==> config.mk <==
export PLATFORM = sky130hd
export DESIGN_NAME = cdb_broadcast
export DESIGN_NICKNAME = d
export VERILOG_FILES = /design/src/rtl/tomasulo_pkg.sv /design/src/rtl/rr_arbiter.sv /design/src/rtl/cdb_broadcast.sv
export SDC_FILE = /design/constraint.sdc
export NUM_CORES = 1
export LEC_CHECK = 0
export ABC_AREA = 1
export CAP_MARGIN = 20
export CORE_MARGIN = 2
export CORE_UTILIZATION = 40
export DETAILED_ROUTE_END_ITERATION = 10
export PLACE_DENSITY_LB_ADDON = 0.1
export SLEW_MARGIN = 5
export SYNTH_ARGS = -nofsm -noshare
export SYNTH_HDL_FRONTEND = slang
export SYNTH_SLANG_ARGS = --single-unit
==> constraint.sdc <==
create_clock -name Clock -period 4.2 [get_ports Clock]
set_input_delay 0.63 -clock Clock [delete_from_list [all_inputs] [get_ports Clock]]
set_output_delay 0.63 -clock Clock [all_outputs]
set_load 0.03 [all_outputs]
==> src/rtl/tomasulo_pkg.sv <==
// rtl/tomasulo_pkg.sv - shared widths, tag encoding and instruction field positions for the Tomasulo issue path
package tomasulo_pkg;
   localparam int TAG_W    = 3;
   localparam int DATA_W   = 8;
   localparam int REG_AW   = 3;
   localparam int NUM_REGS = 1 << REG_AW;
   localparam int NUM_TAGS = 1 << TAG_W;

   localparam logic [TAG_W-1:0] TAG_NONE = '0;

   // Instruction field positions used by the issue stage when driving the read/claim addresses
   localparam int DEST_HI = 12;
   localparam int DEST_LO = 10;
   localparam int SRCJ_HI = 9;
   localparam int SRCJ_LO = 7;
   localparam int SRCK_HI = 6;
   localparam int SRCK_LO = 4;
endpackage

==> src/rtl/rr_arbiter.sv <==
// rtl/rr_arbiter.sv - round-robin arbiter: first request at or after ptr wins, one-hot grant plus index
module rr_arbiter #(
   parameter int N  = 2,
   parameter int IW = (N > 1) ? $clog2(N) : 1
) (
   input  logic [N-1:0]  req,
   input  logic [IW-1:0] ptr,
   output logic [N-1:0]  grant,
   output logic [IW-1:0] grant_idx,
   output logic          grant_any
);

   always_comb begin
      int cand;
      cand      = 0;
      grant     = '0;
      grant_idx = '0;
      grant_any = 1'b0;
      for (int off = 0; off < N; off++) begin
         cand = int'(ptr) + off;
         if (cand >= N) cand = cand - N;
         if (!grant_any && req[cand]) begin
            grant_any   = 1'b1;
            grant[cand] = 1'b1;
            grant_idx   = IW'(cand);
         end
      end
   end

endmodule

==> src/rtl/cdb_broadcast.sv <==
// rtl/cdb_broadcast.sv - CDB write-back: FU result holders, round-robin CDB arbitration, register file and status table
// Optional same-cycle CDB forwarding on the read ports when CDB_BYPASS_EN is defined.
module cdb_broadcast
   import tomasulo_pkg::*;
#(
   parameter int NUM_FU = 2
) (
   input  logic                     Clock,
   input  logic                     Reset,
   input  logic [NUM_FU-1:0]        fu_valid,
   input  logic [NUM_FU*TAG_W-1:0]  fu_tag,
   input  logic [NUM_FU*DATA_W-1:0] fu_value,
   output logic [NUM_FU-1:0]        fu_ready,
   input  logic                     issue_we,
   input  logic [REG_AW-1:0]        issue_dest,
   input  logic [TAG_W-1:0]         issue_tag,
   input  logic [REG_AW-1:0]        rd_addr_j,
   input  logic [REG_AW-1:0]        rd_addr_k,
   output logic [TAG_W-1:0]         qj,
   output logic [TAG_W-1:0]         qk,
   output logic [DATA_W-1:0]        vj,
   output logic [DATA_W-1:0]        vk,
   output logic                     cdb_valid,
   output logic [TAG_W-1:0]         cdb_tag,
   output logic [DATA_W-1:0]        cdb_value,
   output logic [NUM_TAGS-1:0]      rs_release
);

   localparam int IDX_W = (NUM_FU > 1) ? $clog2(NUM_FU) : 1;

   logic [NUM_FU-1:0] hold_full;
   logic [TAG_W-1:0]  hold_tag   [NUM_FU];
   logic [DATA_W-1:0] hold_value [NUM_FU];
   logic [IDX_W-1:0]  rr_ptr;
   logic [IDX_W-1:0]  grant_idx;
   logic [NUM_FU-1:0] grant;
   logic              grant_any;
   logic [TAG_W-1:0]  status [NUM_REGS];
   logic [DATA_W-1:0] regs   [NUM_REGS];

   assign fu_ready = ~hold_full;

   rr_arbiter #(.N(NUM_FU), .IW(IDX_W)) u_arb (
      .req       (hold_full),
      .ptr       (rr_ptr),
      .grant     (grant),
      .grant_idx (grant_idx),
      .grant_any (grant_any)
   );

   // A granted holder reads as full this cycle, so it cannot also accept a new result.
   always_ff @(posedge Clock or posedge Reset) begin
      if (Reset) begin
         hold_full <= '0;
         for (int i = 0; i < NUM_FU; i++) begin
            hold_tag[i]   <= TAG_NONE;
            hold_value[i] <= '0;
         end
      end else begin
         for (int i = 0; i < NUM_FU; i++) begin
            if (grant[i]) begin
               hold_full[i] <= 1'b0;
            end else if (fu_valid[i] && !hold_full[i] &&
                         fu_tag[i*TAG_W +: TAG_W] != TAG_NONE) begin
               hold_full[i]  <= 1'b1;
               hold_tag[i]   <= fu_tag[i*TAG_W +: TAG_W];
               hold_value[i] <= fu_value[i*DATA_W +: DATA_W];
            end
         end
      end
   end

   always_ff @(posedge Clock or posedge Reset) begin
      if (Reset) begin
         cdb_valid <= 1'b0;
         cdb_tag   <= TAG_NONE;
         cdb_value <= '0;
         rr_ptr    <= '0;
      end else begin
         cdb_valid <= grant_any;
         if (grant_any) begin
            cdb_tag   <= hold_tag[grant_idx];
            cdb_value <= hold_value[grant_idx];
            rr_ptr    <= (grant_idx == IDX_W'(NUM_FU - 1)) ? '0 : grant_idx + IDX_W'(1);
         end
      end
   end

   // Issue is written after commit so a same-edge claim leaves the newer producer in the status table.
   always_ff @(posedge Clock or posedge Reset) begin
      if (Reset) begin
         for (int r = 0; r < NUM_REGS; r++) begin
            status[r] <= TAG_NONE;
            regs[r]   <= '0;
         end
      end else begin
         for (int r = 0; r < NUM_REGS; r++) begin
            if (cdb_valid && status[r] == cdb_tag) begin
               regs[r]   <= cdb_value;
               status[r] <= TAG_NONE;
            end
         end
         if (issue_we) status[issue_dest] <= issue_tag;
      end
   end

   always_comb begin
      rs_release = '0;
      if (cdb_valid) rs_release[cdb_tag] = 1'b1;
   end

   always_comb begin
      qj = status[rd_addr_j];
      vj = regs[rd_addr_j];
      qk = status[rd_addr_k];
      vk = regs[rd_addr_k];
`ifdef CDB_BYPASS_EN
      if (cdb_valid && status[rd_addr_j] == cdb_tag) begin
         qj = TAG_NONE;
         vj = cdb_value;
      end
      if (cdb_valid && status[rd_addr_k] == cdb_tag) begin
         qk = TAG_NONE;
         vk = cdb_value;
      end
`endif
   end

endmodule

-- Yosys cells after proc, flatten, opt, wreduce, memory -nomap -nowiden
Index checks and enable logic that the tools add are counted.
- bits in writable memories: 0
- memories: 0
- logic and storage cells: 141
- latch bits: 0
- input port bits: 39
- ROM bits: 0
- register bits after elaboration: 125
- output and inout port bits: 44
- div/mod/pow operators: 0
- bitwise operators: 8
- magnitude comparators: 13
- reductions and logical operators: 26
- mux-type cells: 56
- multiply operators: 0
- add/sub/neg operators: 4
- shift-type cells: 0
- equality and inequality tests: 8
- operator list (kind ; count):
    $ge 32x1->1 const B ; 2
    $lt 32x3->1 const B ; 2
    $mux 32 ; 2
    $mux 8 ; 8
    $bmux 8 s3 ; 2
    $mux 3 ; 16
    $ge 32x3->1 const B ; 1
    $sub 32x3->32 const B ; 1
    $bwmux 24 ; 1
    $eq 3x3->1 ; 8
    $mux 24 ; 1
    $bmux 3 s3 ; 2
    $mux 1 ; 18
    $logic_and 1x1->1 ; 17
    $ge 4x4->1 const B ; 3
    $not 3->4 ; 3
    $demux 3 s3 ; 1
    $reduce_bool 3->1 ; 2
    $lt 3x4->1 const B ; 1
    $lt 4x1->1 const B ; 1
    $mux 2 ; 2
    $reduce_and 2->1 ; 2
    $reduce_bool 2->1 ; 2
    $demux 1 s3 ; 1
    12 further kinds ; 16

-- Longest topological paths before layout
- word-level depth: 13
- gate-level depth with buffers: 9
- gate-level depth less buffers: 7

-- Cells and area by module
A second synthesis with hierarchy kept.
- cell total of the unflattened synthesis: 1209
- area, all modules: 8077.7 sq um
- modules (own cells, without submodules) (module ; sequential area each (sq um) ; cells an instance ; times used ; area each (sq um)):
    cdb_broadcast ; 3128.0 ; 1195 ; 1 ; 8022.7
    rr_arbiter ; 0.0 ; 14 ; 1 ; 55.1

-- Worst setup path after synthesis
No wires, ideal clock.
- kind: input to output
- start point: in rd_addr_k[0]
- end point: out qk[1]
- cell stages on the path: 8
- slack: 2.020 ns
- data required time: 3.570 ns
- path buffers: 2
- data arrival time: 1.550 ns
- cell sequence: buf_2 -> inv_2 -> clkbuf_1 -> nand2_1 -> nand3_1 -> nand2_1 -> nand2_1 -> nand2_1
- longest elaborated chain between the ends: 4
- RTL lines (element ; RTL line ; text):
    from (decl) ; cdb_broadcast.sv:18 ; input logic [REG_AW-1:0] rd_addr_k,
    $not 3->4 (implied by the code) ; cdb_broadcast.sv:115 ; qk = status[rd_addr_k];
    $bmux 3 s3 ; cdb_broadcast.sv:115 ;
    $mux 3 (implied by the code) (2 in a row) ; cdb_broadcast.sv:115 ;
    to (decl) ; cdb_broadcast.sv:20 ; output logic [TAG_W-1:0] qk,
No other way between the ends. The select of a mux whose other input is x is not followed.

-- Worst setup path after layout
- start point: in rd_addr_k[1]
- end point: out qk[0]
Same word-level chain as after synthesis.

==> PnR_summary.wiki <==
{| class="wikitable"
! Metric !! Value
|-
| Outcome || completed
|-
| Starting Density || slightly above 40%
|-
| Static Leak || 5.252 nW
|-
| Unrepaired setup endpoints after global routing || false
|-
| Core Region || 0.01940 mm2
|-
| Cell types with the highest counts after synthesis || nand2_1 (625), nand3_1 (173), dfrtp_1 (125)
|-
| Maximum clock frequency || approximately 320 MHz
|-
| Worst-case vdd ir drop || 0.0003321 V
|-
| Total overflow reported by the global router || 0
|-
| Type of destination of the critical path || primary output
|-
| Pin count of the biggest net entering global routing || between 50 and 60
|-
| Sequential cell area fraction in the yosys report || roughly 40%
|-
| Die extent in y || between 100 and 150 um
|-
| Via count normalized by instance count || 4.969
|-
| Total of flip-flops plus latches after synthesis || 125
|-
| Layout Area Growth over Synthesis || 18.77%
|-
| Number of maximum-capacitance constraint violations || 0
|-
| Worst path max stage delay || 0.62 ns
|-
| TritonCTS sink count || 125
|-
| Area of the mapped netlist || between 0.007 and 0.008 mm2
|-
| Most used standard cell by instance count after synthesis || nand2_1
|-
| Total iterations of the first detailed-routing run || 5
|-
| Slew at the pin closest to its max-slew limit || between 0.7 and 0.8 ns
|-
| Final Instance Count excl. Fillers || 1544
|-
| Hold Path Depth || 2
|-
| Die width || between 100 and 150 um
|-
| Placed insts || 1512
|-
| CP startpoint kind || input port
|-
| Total power of the final layout || 7.280 mW
|-
| Source of the worst hold timing path || hold_value[5]
|-
| Final critical-path setup slack || 1.092 ns
|-
| Length in cells of the worst reg-to-reg path || 7
|-
| Drt wl/cell || about 17 um
|-
| Number of input and output port buffers inserted || 82
|-
| Buffers plus inverters on the worst setup path || 4
|-
| Part of the cycle the worst path needs || 74.00%
|-
| Setup Slack @ Placement || 1.152 ns
|-
| Crit path depth || 8
|-
| Residual DRC || 0
|-
| Post-Route Skew || 0.01083 ns
|-
| Total I/O pin count || 83
|-
| Worst hold margin || 0.4637 ns
|-
| Post-route core utilization || 48.36%
|-
| Placer congestion estimate || 0.8457
|-
| Cell with the biggest individual delay on the critical path || inv_1
|-
| Total Routed Length || between 20 and 30 mm
|-
| Biggest area consumer among synthesized cells || dfrtp_1
|-
| Number of enable-type register cells in the synthesized netlist || 0
|-
| DRT antenna net count || 0
|-
| Path class of the lowest-slack min-delay path || register to register
|-
| Master cell of the clock root buffer || clkbuf_16
|-
| Number of post-CTS setup repair buffers || 0
|-
| Cts repair resizes || 0
|-
| Cell with the most instances on the worst path || nand2_1
|-
| CTS tree || yes
|-
| Site row count || a little over 50
|-
| Max-slew headroom || 46.86%
|-
| Synthesized area per cell || 6.501 um2
|-
| Vias || 7672
|-
| Layout cell share with drive strength beyond 1 || 8.991%
|-
| Cts hold-fix bufs || 0
|-
| Level count of the clock H-tree || 4
|-
| Crit. Startpoint || rd_addr_k[1]
|-
| Post-layout min period || just over 3 ns
|-
| Most instantiated flip-flop cell in the synthesis netlist || dfrtp_1
|-
| Required time of the critical path || between 3 and 4 ns
|-
| Net Count, Synth || 1254
|-
| Critical path cell sequence || clkdlybuf4s50_1 -> buf_4 -> inv_1 -> nand3_1 -> nand2_1 -> nand2_1 -> nand2_1 -> buf_4
|-
| Number of distinct library cell variants in the gate-level netlist after synthesis || 19
|-
| Die outline area || 0.02089 mm2
|-
| Family with the most delay on the worst path || buffers and inverters
|-
| Fraction of registers with async set or reset after synthesis || 100.0%
|-
| Area share of the leading cell type in the synthesized netlist || 39.60%
|-
| WP data arrival || 2.48 ns
|-
| Vias in the first global route || ~7300
|-
| Maximum fanout count along the critical path || 23
|-
| Number of nets in the final layout || roughly 1300
|-
| Power density over cell area || 776.0 mW/mm2
|-
| Non-Filler Cell Area, Final || around 0.0094 mm2
|-
| Number of buffers created by CTS || 17
|-
| 1st-iter DRT viols || 772
|-
| Synth warn || 0
|-
| Total cell area at the placement stage || approximately 0.0088 mm2
|-
| Later-pin clock latency in the skew report || about 0.43 ns
|-
| Critical path class || input port to primary output
|-
| HPWL after detailed placement || between 15 and 20 mm
|-
| Ant. Diodes || 0
|-
| Final hold vios || 0
|-
| Total global routing track utilization || 26.42%
|-
| Synthesized instance count || ~1200
|-
| Initial antenna violation count || 0
|-
| Wire length of the first global-routing pass || 41.08 mm
|-
| Total negative slack for setup checks || 0 ns
|-
| Final max-slew violation count || 0
|-
| Cell types with the largest area share after synthesis || dfrtp_1 (40%), nand2_1 (30%), nand3_1 (11%)
|-
| Reg2reg start || cdb_tag[1]
|-
| Clock transition at path regs || 0.05 ns
|-
| Bufs on Longest Clock Path || 2
|-
| Setup-failing EPs final || 0
|}
flip-flops by register name, indices dropped and copies added (netlist names):
name	count
status	24
cdb_value	8
hold_value	16
cdb_tag	3
hold_full	2
rr_ptr	1
regs	64
hold_tag	6
cdb_valid	1
cell families after synthesis:
group | share of synthesized area (%)
buffers and inverters | 9.774
and+or+nand+nor | 48.85
AOI/OAI and AO/OA | 1.774
DFF | 39.60
cell type report:
type,count,area [um2]
clock buffers,18,429.2
clock inverters,14,183.9
fillers,2075,10020
inverters,117,441.7
multi-input cells,911,3999
flip-flops and latches,125,3128
well taps,265,331.6
repair buffers,94,868.3
worst paths after layout:
| path | end | slack (ns) |
|---|---|---|
| max in group asynchronous | regs[28] | 2.71 |
| worst min-delay path | hold_value[5] | 0.46 |
| worst min register to register | hold_value[5] | 0.46 |
| worst max-delay path | qk[0] | 1.09 |
| worst max register to register | status[7] | 2.28 |
| min in group asynchronous | regs[50] | 0.67 |
cells in the final DEF (no fill, tap or decap), types with 3 or more instances in the layout:
master / count
dfrtp_1: 125
buf_4: 33
nor2_8: 9
nand3_1: 173
nor2_1: 42
clkdlybuf4s50_1: 60
nand2_4: 3
inv_6: 4
nand2_2: 17
bufinv_16: 3
nor2_4: 15
clkbuf_16: 17
o21ai_0: 25
nand2_1: 625
inv_2: 5
inv_1: 111
clkinvlp_4: 4
report_power, final:
group          total (mW)  switching, mW  internal [mW]
sequential           2.25          0.548           1.70
clock                1.55          0.605          0.946
combinational        3.48           2.38           1.10
per-layer routing:
layer  wire, um  up-vias  track usage, %
met3       1423       48           4.073
met2      11930      245           41.88
met5          0        -               0
met4        804        0           9.147
met1      11790     3567           36.88
li1           -     3812               -
worst register-to-register path, delay by kind of cell, from the launching register on:
| family | cells | cell delay (ns) |
|---|---|---|
| flip-flops | 1 | 0.71 |
| AND/OR/NAND/NOR | 6 | 0.82 |
| buffers and inverters | 1 | 0.27 |
No activity file was read; power rests on OpenSTA's default activity.
